[config.mk]
export PLATFORM = sky130hd
export DESIGN_NAME = fetch_arbiter
export DESIGN_NICKNAME = d
export VERILOG_FILES = /design/src/rtl/fetch_arbiter_pkg.sv /design/src/rtl/fetch_arbiter_rr_pick.sv /design/src/rtl/fetch_arbiter.sv
export SDC_FILE = /design/constraint.sdc
export NUM_CORES = 1
export LEC_CHECK = 0
export CORE_AREA = 2 2 114 116
export CTS_BUF_LIST = sky130_fd_sc_hd__clkbuf_8
export DETAILED_ROUTE_END_ITERATION = 8
export DIE_AREA = 0 0 116 118
export GPL_ROUTABILITY_DRIVEN = 0
export PLACE_DENSITY = 0.69
export SYNTH_ARGS = -nofsm -noshare
export SYNTH_HDL_FRONTEND = slang
export SYNTH_SLANG_ARGS = --single-unit
[constraint.sdc]
create_clock -name clk -period 3.55 [get_ports clk]
set_input_delay 0.71 -clock clk [delete_from_list [all_inputs] [get_ports clk]]
set_output_delay 0.71 -clock clk [all_outputs]
set_load 0.005 [all_outputs]
[src/rtl/fetch_arbiter_pkg.sv]
// Shared sizes, requester indices and FSM encodings for the stream fetch arbiter.
// Imported by the arbiter top and its round-robin picker.
package fetch_arbiter_pkg;

    localparam int NUM_REQ    = 3;
    localparam int ADDR_BITS  = 32;
    localparam int DATA_BITS  = 64;
    localparam int BURST_BITS = 4;

    localparam int REQ_VAL = 0;
    localparam int REQ_COL = 1;
    localparam int REQ_LEN = 2;

    localparam logic [1:0] ST_IDLE   = 2'd0;
    localparam logic [1:0] ST_ISSUE  = 2'd1;
    localparam logic [1:0] ST_STREAM = 2'd2;

    // Pointer width that still works for a single requester.
    function automatic int ptr_width(input int n);
        return (n > 1) ? $clog2(n) : 1;
    endfunction

    // Distance from ptr forward to idx on a ring of n slots.
    function automatic int ring_dist(input int idx, input int ptr, input int n);
        return (idx >= ptr) ? (idx - ptr) : (idx + n - ptr);
    endfunction

endpackage

[src/rtl/fetch_arbiter_rr_pick.sv]
// Combinational round-robin picker: first set request at or after rr_ptr, with wrap
// at num_req rather than at a power of two.
module fetch_arbiter_rr_pick
    import fetch_arbiter_pkg::*;
#(
    parameter int num_req  = NUM_REQ,
    parameter int ptr_bits = ptr_width(NUM_REQ)
) (
    input  logic [num_req-1:0]  req,
    input  logic [ptr_bits-1:0] rr_ptr,
    output logic [ptr_bits-1:0] grant,
    output logic                any_req
);

    int   best_s;
    logic take_s;

    // Keep the requester with the smallest forward distance from rr_ptr.
    always_comb begin
        best_s = num_req;
        take_s = 1'b0;
        grant  = {ptr_bits{1'b0}};
        for (int j = 0; j < num_req; j++) begin
            take_s = req[j] && (ring_dist(j, int'(rr_ptr), num_req) < best_s);
            best_s = take_s ? ring_dist(j, int'(rr_ptr), num_req) : best_s;
            grant  = take_s ? ptr_bits'(j) : grant;
        end
    end

    assign any_req = |req;

endmodule

[src/rtl/fetch_arbiter.sv]
// Shares one memory read port among the value/column/length fetchers: round-robin
// burst grant, command issue, and zero-latency routing of read beats to the owner.
module fetch_arbiter
    import fetch_arbiter_pkg::*;
#(
    parameter int num_req    = NUM_REQ,
    parameter int addr_bits  = ADDR_BITS,
    parameter int data_bits  = DATA_BITS,
    parameter int burst_bits = BURST_BITS
) (
    input  logic                            clk,
    input  logic                            rst,
    input  logic [num_req-1:0]              req,
    input  logic [addr_bits*num_req-1:0]    req_addr,
    input  logic [burst_bits*num_req-1:0]   req_len,
    output logic [num_req-1:0]              req_ack,
    output logic                            mem_req_valid,
    input  logic                            mem_req_ready,
    output logic [addr_bits-1:0]            mem_req_addr,
    output logic [burst_bits-1:0]           mem_req_len,
    input  logic                            mem_resp_valid,
    input  logic [data_bits-1:0]            mem_resp_data,
    output logic                            mem_resp_ready,
    output logic [data_bits-1:0]            rd_data,
    output logic [num_req-1:0]              rd_valid,
    input  logic [num_req-1:0]              rd_ready,
    output logic                            rd_last,
    output logic                            busy,
    output logic                            err
);

    localparam int PTR_BITS = ptr_width(num_req);

    logic [1:0]            state_r;
    logic [PTR_BITS-1:0]   rr_ptr_r;
    logic [PTR_BITS-1:0]   grant_r;
    logic [burst_bits-1:0] beat_cnt_r;
    logic [addr_bits-1:0]  addr_r;
    logic [burst_bits-1:0] len_r;
    logic                  err_r;

    logic [PTR_BITS-1:0]   pick_s;
    logic                  any_req_s;
    logic                  xfer_s;
    logic [PTR_BITS-1:0]   next_ptr_s;
    logic [addr_bits-1:0]  addr_arr_s [num_req];
    logic [burst_bits-1:0] len_arr_s  [num_req];

    for (genvar i = 0; i < num_req; i++) begin : g_unpack
        assign addr_arr_s[i] = req_addr[i*addr_bits +: addr_bits];
        assign len_arr_s[i]  = req_len[i*burst_bits +: burst_bits];
    end

    fetch_arbiter_rr_pick #(
        .num_req  (num_req),
        .ptr_bits (PTR_BITS)
    ) u_rr_pick (
        .req     (req),
        .rr_ptr  (rr_ptr_r),
        .grant   (pick_s),
        .any_req (any_req_s)
    );

    assign xfer_s     = (state_r == ST_STREAM) && mem_resp_valid && rd_ready[grant_r];
    assign next_ptr_s = (grant_r == PTR_BITS'(num_req - 1)) ? {PTR_BITS{1'b0}}
                                                            : grant_r + PTR_BITS'(1);

    // Burst FSM with grant, address and length latches.
    always_ff @(posedge clk) begin
        if (rst) begin
            state_r    <= ST_IDLE;
            rr_ptr_r   <= {PTR_BITS{1'b0}};
            grant_r    <= {PTR_BITS{1'b0}};
            beat_cnt_r <= {burst_bits{1'b0}};
            addr_r     <= {addr_bits{1'b0}};
            len_r      <= {burst_bits{1'b0}};
        end else begin
            case (state_r)
                ST_IDLE: begin
                    if (any_req_s) begin
                        grant_r    <= pick_s;
                        addr_r     <= addr_arr_s[pick_s];
                        len_r      <= len_arr_s[pick_s];
                        beat_cnt_r <= {burst_bits{1'b0}};
                        state_r    <= ST_ISSUE;
                    end
                end
                ST_ISSUE: begin
                    if (mem_req_ready) begin
                        state_r <= ST_STREAM;
                    end
                end
                ST_STREAM: begin
                    if (xfer_s) begin
                        if (beat_cnt_r == len_r) begin
                            rr_ptr_r <= next_ptr_s;
                            state_r  <= ST_IDLE;
                        end else begin
                            beat_cnt_r <= beat_cnt_r + burst_bits'(1);
                        end
                    end
                end
                default: begin
                    state_r <= ST_IDLE;
                end
            endcase
        end
    end

    // Sticky flag for beats arriving with no burst open; such beats are left unconsumed.
    always_ff @(posedge clk) begin
        if (rst) begin
            err_r <= 1'b0;
        end else if ((state_r != ST_STREAM) && mem_resp_valid) begin
            err_r <= 1'b1;
        end else begin
            err_r <= err_r;
        end
    end

    // Handshake decode; ack and beat routing are combinational to avoid added latency.
    always_comb begin
        req_ack        = {num_req{1'b0}};
        rd_valid       = {num_req{1'b0}};
        mem_req_valid  = 1'b0;
        mem_resp_ready = 1'b0;
        rd_last        = 1'b0;
        case (state_r)
            ST_ISSUE: begin
                mem_req_valid    = 1'b1;
                req_ack[grant_r] = mem_req_ready;
            end
            ST_STREAM: begin
                rd_valid[grant_r] = mem_resp_valid;
                mem_resp_ready    = rd_ready[grant_r];
                rd_last           = mem_resp_valid && (beat_cnt_r == len_r);
            end
            default: begin
            end
        endcase
    end

    assign mem_req_addr = addr_r;
    assign mem_req_len  = len_r;
    assign rd_data      = mem_resp_data;
    assign busy         = (state_r != ST_IDLE);
    assign err          = err_r;

endmodule

Yosys cells after proc, flatten, opt, wreduce, memory -nomap -nowiden
Index checks and enable logic that the tools add are counted.
{"block": "totals", "regBits": 47, "input_bits": 182, "output_inout_bits": 111}
{"block": "classes", "add_sub_neg": 8, "n_lt_le_gt_ge": 9, "eq_ne": 10, "n_mux": 32, "bitwise_logic": 3, "n_reduce_logical": 16}
{"operator": "32-bit two-way mux", "n": 7}
{"operator": "32-bit binary-select mux with 2-bit select", "n": 1}
{"operator": "32-bit < comparator", "n": 2}
{"operator": "32-bit by 3-bit < comparator with 1-bit output, second input constant", "n": 1}
{"operator": "4-bit two-way mux", "n": 5}
{"operator": "2-bit two-way mux", "n": 6}
{"operator": "2-bit != test, second input constant", "n": 5}
{"operator": "4-bit binary-select mux with 2-bit select", "n": 1}
{"operator": "1-bit logical AND", "n": 8}
{"operator": "4-bit case mux with 2 select lines", "n": 1}
{"operator": "4-bit AND reduction", "n": 2}
{"operator": "3-bit by 2-bit subtractor with 4-bit output, first input constant", "n": 2}
{"operator": "3-bit AND", "n": 2}
{"operator": "1-bit two-way mux", "n": 6}
{"operator": "3-bit two-way mux", "n": 2}
{"operator": "2-bit case mux with 3 select lines", "n": 1}
{"operator": "1-bit by 2-bit subtractor with 3-bit output, first input constant", "n": 2}
{"operator": "2-bit by 2-bit subtractor with 3-bit output, first input constant", "n": 2}
{"operator": "4-bit by 1-bit adder with 4-bit output, second input constant", "n": 1}
{"operator": "2-bit equality test, second input constant", "n": 2}
{"operator": "4-bit equality test", "n": 1}
{"operator": "1-bit by 2-bit greater-or-equal comparator with 1-bit output, first input constant", "n": 2}
{"operator": "2-bit nonzero test", "n": 2}
{"operator": "3-bit greater-or-equal comparator, second input constant", "n": 1}
{"operator": "13 further kinds", "n": 13}

Depth between registers and ports, before layout
{"block": "logic_depth", "depth_word": 15, "depth_mapped": 18}

Hierarchy
From an unflattened synthesis, not the netlist that was laid out.
{"block": "hier_totals", "cells_unflattened": 425, "hier_area_um2": 3408.3}
{"module": "fetch_arbiter", "n_inst": 1, "cells_each": 387, "area_per_inst_um2": 3075.4, "seq_area_each_um2": 940.9}
{"module": "fetch_arbiter_rr_pick", "n_inst": 1, "cells_each": 38, "area_per_inst_um2": 332.8, "seq_area_each_um2": 0.0}

Worst setup path before layout
OpenSTA, ideal clock, no wires.
{"block": "synth_path", "path_kind": "reg-to-reg", "startpoint": "reg rr_ptr_r[1]", "endpoint": "reg addr_r[0], in the netlist mem_req_addr[0]", "arrival_time_ps": 3265, "path_slack_ps": 163, "stages_incl_launch_ff": 17, "n_path_buf": 2, "synth_period_minus_slack_ps": 3387, "path_cell_list": "dfxtp_1 > inv_1 > ha_1 > nor2b_1 > ha_1 > inv_1 > a21oi_1 > o21ai_0 > clkbuf_1 > a21oi_1 > ha_1 > a2111oi_0 > o21ai_1 > o21ai_2 > buf_2 > a21oi_1 > a221o_1"}
{"block": "synth_via", "elab_chain_len": 15, "elab_cells_between_ends": 26, "cone_classes": "6 x add/sub; 6 x order compare; 10 x mux; 1 x bitwise; 3 x reduce/logical"}
{"item": "start, declared", "line_no": "fetch_arbiter.sv:35", "rtl": "logic [PTR_BITS-1:0] rr_ptr_r;"}
{"item": "start signal, assigned", "line_no": "fetch_arbiter.sv:72", "rtl": "rr_ptr_r <= {PTR_BITS{1'b0}};"}
{"item": "start signal, assigned", "line_no": "fetch_arbiter.sv:96", "rtl": "rr_ptr_r <= next_ptr_s;"}
{"item": "2-bit by 2-bit subtractor with 3-bit output, or another cell as far along", "line_no": "fetch_arbiter_pkg.sv:25", "rtl": "return (idx >= ptr) ? (idx - ptr) : (idx + n - ptr);"}
{"item": "32-bit two-way mux", "line_no": "fetch_arbiter_pkg.sv:25"}
{"item": "32-bit by 3-bit < comparator with 1-bit output", "line_no": "fetch_arbiter_rr_pick.sv:24", "rtl": "take_s = req[j] && (ring_dist(j, int'(rr_ptr), num_req) < best_s);"}
{"item": "1-bit logical AND", "line_no": "fetch_arbiter_rr_pick.sv:24"}
{"item": "32-bit two-way mux", "line_no": "fetch_arbiter_rr_pick.sv:25", "rtl": "best_s = take_s ? ring_dist(j, int'(rr_ptr), num_req) : best_s;"}
{"item": "32-bit < comparator", "line_no": "fetch_arbiter_rr_pick.sv:24"}
{"item": "1-bit logical AND", "line_no": "fetch_arbiter_rr_pick.sv:24"}
{"item": "32-bit two-way mux", "line_no": "fetch_arbiter_rr_pick.sv:25"}
{"item": "32-bit < comparator", "line_no": "fetch_arbiter_rr_pick.sv:24"}
{"item": "1-bit logical AND", "line_no": "fetch_arbiter_rr_pick.sv:24"}
{"item": "2-bit two-way mux (*)", "line_no": "fetch_arbiter_rr_pick.sv:26", "rtl": "grant = take_s ? ptr_bits'(j) : grant;"}
{"item": "2-bit NOT with 3-bit output (not written as such) (*)", "line_no": "fetch_arbiter.sv:82", "rtl": "addr_r <= addr_arr_s[pick_s];"}
{"item": "32-bit binary-select mux with 2-bit select (*)", "line_no": "fetch_arbiter.sv:82"}
{"item": "32-bit two-way mux (not written as such) (*) (2 in a row)", "line_no": "fetch_arbiter.sv:82"}
{"item": "end signal, assigned", "line_no": "fetch_arbiter.sv:75", "rtl": "addr_r <= {addr_bits{1'b0}};"}
{"item": "end signal, assigned", "line_no": "fetch_arbiter.sv:82"}
{"item": "end, declared", "line_no": "fetch_arbiter.sv:38", "rtl": "logic [addr_bits-1:0] addr_r;"}
Every way passes the cells marked *; elsewhere a longest branch is shown, timed or not. The select of a mux whose other input is x is not followed.
A chain may end at the register's enable or synchronous reset.

Worst setup path in the final report
{"block": "layout_path", "startpoint": "in req[0]", "endpoint": "reg addr_r[11], in the netlist mem_req_addr[11]"}
{"block": "layout_via", "elab_chain_len": 12, "elab_cells_between_ends": 15, "cone_classes": "2 x order compare; 7 x mux; 1 x bitwise; 5 x reduce/logical"}
{"item": "start, declared", "line_no": "fetch_arbiter.sv:13", "rtl": "input logic [num_req-1:0] req,"}
{"item": "1-bit logical AND", "line_no": "fetch_arbiter_rr_pick.sv:24"}
{"item": "32-bit two-way mux", "line_no": "fetch_arbiter_rr_pick.sv:25"}
{"item": "32-bit < comparator", "line_no": "fetch_arbiter_rr_pick.sv:24"}
{"item": "1-bit logical AND", "line_no": "fetch_arbiter_rr_pick.sv:24"}
{"item": "32-bit two-way mux", "line_no": "fetch_arbiter_rr_pick.sv:25"}
{"item": "32-bit < comparator", "line_no": "fetch_arbiter_rr_pick.sv:24"}
{"item": "1-bit logical AND", "line_no": "fetch_arbiter_rr_pick.sv:24"}
{"item": "2-bit two-way mux", "line_no": "fetch_arbiter_rr_pick.sv:26"}
{"item": "2-bit NOT with 3-bit output (not written as such)", "line_no": "fetch_arbiter.sv:82"}
{"item": "32-bit binary-select mux with 2-bit select", "line_no": "fetch_arbiter.sv:82"}
{"item": "32-bit two-way mux (not written as such) (2 in a row)", "line_no": "fetch_arbiter.sv:82"}
Parallel ways exist; a longest one is shown, timed or not. The select of a mux whose other input is x is not followed.

==> results.md <==
* Async set-reset flop share out of synthesis at 0
* Clk Latency, worst-skew pair at 320 ps
* Flop pwr share at 0.413
* # DRC at 0
* Switching power at approximately 0.40 mW
* First-pass GRT wire length at 16700 um
* Port Buf Inserts at 164
* DR vias at 3074
* Post-DRT Antenna Nets at 0
* DRT iter0 DRCs at between 150 and 200
* GRT Util Overall at 0.1556
* Worst Path Class, Setup: input port to flip-flop
* CP Launch Type: input port
* Die area at ~0.014 mm^2
* Post-synthesis sequential area ratio at 0.3111
* Number of enable flip-flop cells after synthesis at 0
* Worst clock skew at 17.22 ps
* Family with the most delay on the worst path: compound AO/OA/AOI/OAI gates
* Mapped cell area at roughly 0.0030 mm^2
* Post-DR vias/cell at 4.715
* Leak at 1.786 nW
* Crit-path cells: clkdlybuf4s50_1, nor2b_1, ha_1, inv_1, a21oi_1, o21ai_2, nor2_1, a21oi_1, ha_1, a2111oi_2, o21ai_1, o21ai_2, buf_6, a21oi_1, a221o_2
* Post-Layout Inst Area at 0.004558 mm^2
* Syn Inst Count at 379
* Clk buf depth at 2
* Final HPWL DP at approximately 8400 um
* Internal at 1.092 mW
* Core outline area at roughly 0.012 mm^2
* Per-cell routed wire length at 16.68 um
* Netlist cell types at 36
* Slowest stage delay, CP at 420 ps
* PD cells at 327.4 mW/mm^2
* DRT Pass-1 Iters at 4
* Worst-path fanout max at 14
* Reg2reg start: rr_ptr_r[0]$_SDFFE_PP0P_
* CP most frequent cell: a21oi_1
* Setup Buffers After CTS at 0
* Share of layout cells above drive strength 1 at 0.07500
* Sw frac at 0.2684
* Clock root cell: clkbuf_8
* Top post-synthesis cells by area: dfxtp_1, buf_4, nand2_1
* Total Nets Final at around 670
* Hold Startpoint: err$_SDFFE_PP0P_
* CTS hold repair buffers at 0
* Worst slack at placement at -188.6 ps
* P&R area growth vs syn at 50.72%
* Antenna diode count at 0
* Warnings, synthesis at 0
* Post-Route Utilization at 0.3672
* Status: finished, final reports clean
* Leading cell types in the layout, fill and taps excluded: clkdlybuf4s50_1, nand2_1, dfxtp_1
* Seq cells post-synth at 47
* Peak Freq at 0.3058 GHz
* Vias in the first global route at 3116
* Core Rows at between 40 and 50
* CTS tree: built
* CP Capture Type: flip-flop
* Commonest non-fill, non-tap cell in the layout: clkdlybuf4s50_1
* CTS Buf Count at 5
* Critical path origin: req[0]
* # IOs at 293
* RSZ-0062 raised after global routing: no
* Rel. slew slack at 0.6194
* Peak VDD IR at 0.1072 mV
* Avg Cell Area, Syn at 7.979 um^2
* Fraction of the cycle the final worst path needs at 0.9212
* Critical path required time at 3750 ps
* Slew Viols, Final at 0
* Number of antenna violations at the first check in global routing at 0
* Die W at 116 um
* Starting Density at 0.2436
* Clock network fraction of total power at 0.292
* Clock transition at the registers of the reported paths at roughly 100 ps
* CTS sink cnt at 47
* Logic gate share of total power at 0.295
* Detailed Route WL at 10880 um
* Post-Synthesis Net Count at approximately 570
* Crit path DAT at 3470 ps
* HP Class: flip-flop to flip-flop
* Resized cells post-CTS at 0
* Final min period at 3270 ps
* Grt ovf at 0
* Min Hold Slack at 488.7 ps
* # setup viols final at 0
* Slew @ Worst Pin at 566.6 ps
* Synth area leader: dfxtp_1
* Critical path's slowest cell: clkdlybuf4s50_1
* Largest net degree at the start of global routing at 25
* DIE HEIGHT at 118 um
* Final worst setup slack at 279.8 ps
* Main synth FF type: dfxtp_1
* CP bufs+invs at 3
* Htree depth at 2
* Post-synth top area share at 0.3111
* Maxcap violations at 0
* Placed Area at between 0.004 and 0.005 mm^2
* Power Total at 1.492 mW
* Hold Vio Cnt, Final at 0
-- cell usage after synthesis (all sizes together) (2+ instances only) --
cell type / count
nand2: 82
buf: 77
dfxtp: 47
a21oi: 42
a221o: 36
nor2: 15
ha: 11
clkbuf: 8
o21ai: 8
inv: 7
nor3: 7
nor2b: 6
xor2: 6
nand3: 5
nand2b: 4
mux2i: 3
a2111oi: 2
nor4: 2
or2: 2
-- cell type report --
cell class,instances,area (um^2)
repair buffers,178,1788
inverters,7,26.28
well taps,172,215.2
fillers,1312,7856
multi-input cells,240,1466
flip-flops and latches,47,940.9
clock buffers,6,82.58
clock inverters,2,38.79
-- per-layer routing --
layer / GRT usage / up-vias / wire (um)
met5: 0 / - / 0
met4: 0.08259 / 0 / 430
met3: 0.04428 / 55 / 749
met2: 0.2650 / 111 / 5567
met1: 0.1727 / 1448 / 4128
li1: - / 1460 / -
-- power by group through the flow --
stage / clock (mW) / sequential, mW / combinational [mW]
6_report: 0.436 / 0.616 / 0.440
5_1_grt: 0.467 / 0.624 / 0.478
4_1_cts: 0.446 / 0.617 / 0.444
3_5_place_dp: 0 / 0.627 / 0.442
3_3_place_gp: 0 / 0.628 / 0.436
2_1_floorplan: 0 / 0.622 / 0.209
-- worst reg2reg max path, cell delays in order, from the launching register on --
cell,delay [ps]
dfxtp_1,450
inv_1,100
ha_1,250
ha_1,290
inv_1,50
a21oi_1,220
o21ai_2,110
nor2_1,90
a21oi_1,50
ha_1,190
a2111oi_2,290
o21ai_1,140
o21ai_2,230
buf_6,200
a21oi_1,60
a221o_2,290
-- sequential cells by signal (all words and copies together), names as in the netlist --
name          cells
grant_r           2
beat_cnt_r        4
err               1
mem_req_len       4
state_r           2
rr_ptr_r          2
mem_req_addr     32
-- kinds of logic (layout without fill, tap and decap cells) --
family,after synthesis,count (layout),synth area share
adders and majority gates,11,11,0.04551
buffers and inverters,92,193,0.2098
muxes,3,3,0.009930
xor gates and xnor gates,6,6,0.01738
DFF,47,47,0.3111
AOI/OAI and AO/OA,94,94,0.2296
and+or+nand+nor,126,126,0.1767
-- final timing paths --
| path | endpoint | slack [ps] | depth (start not counted) |
|---|---|---|---|
| worst max-delay path | mem_req_addr[11]$_SDFFE_PP0P_ | 280 | 15 |
| worst min-delay path | err$_SDFFE_PP0P_ | 490 | 2 |
| worst max register to register | mem_req_addr[11]$_SDFFE_PP0P_ | 450 | 15 |
| worst min register to register | err$_SDFFE_PP0P_ | 490 | 2 |
-- metrics by stage --
| step | std cells | TNS, ps |
|---|---|---|
| final | 652 | 0 |
| after global routing | 652 | 0 |
| after CTS | 652 | 0 |
| after detailed placement | 644 | -4640 |
| after global placement | 644 | -2022 |
| after floorplan | 379 | 0 |
Power figures use the tool's default switching activity.
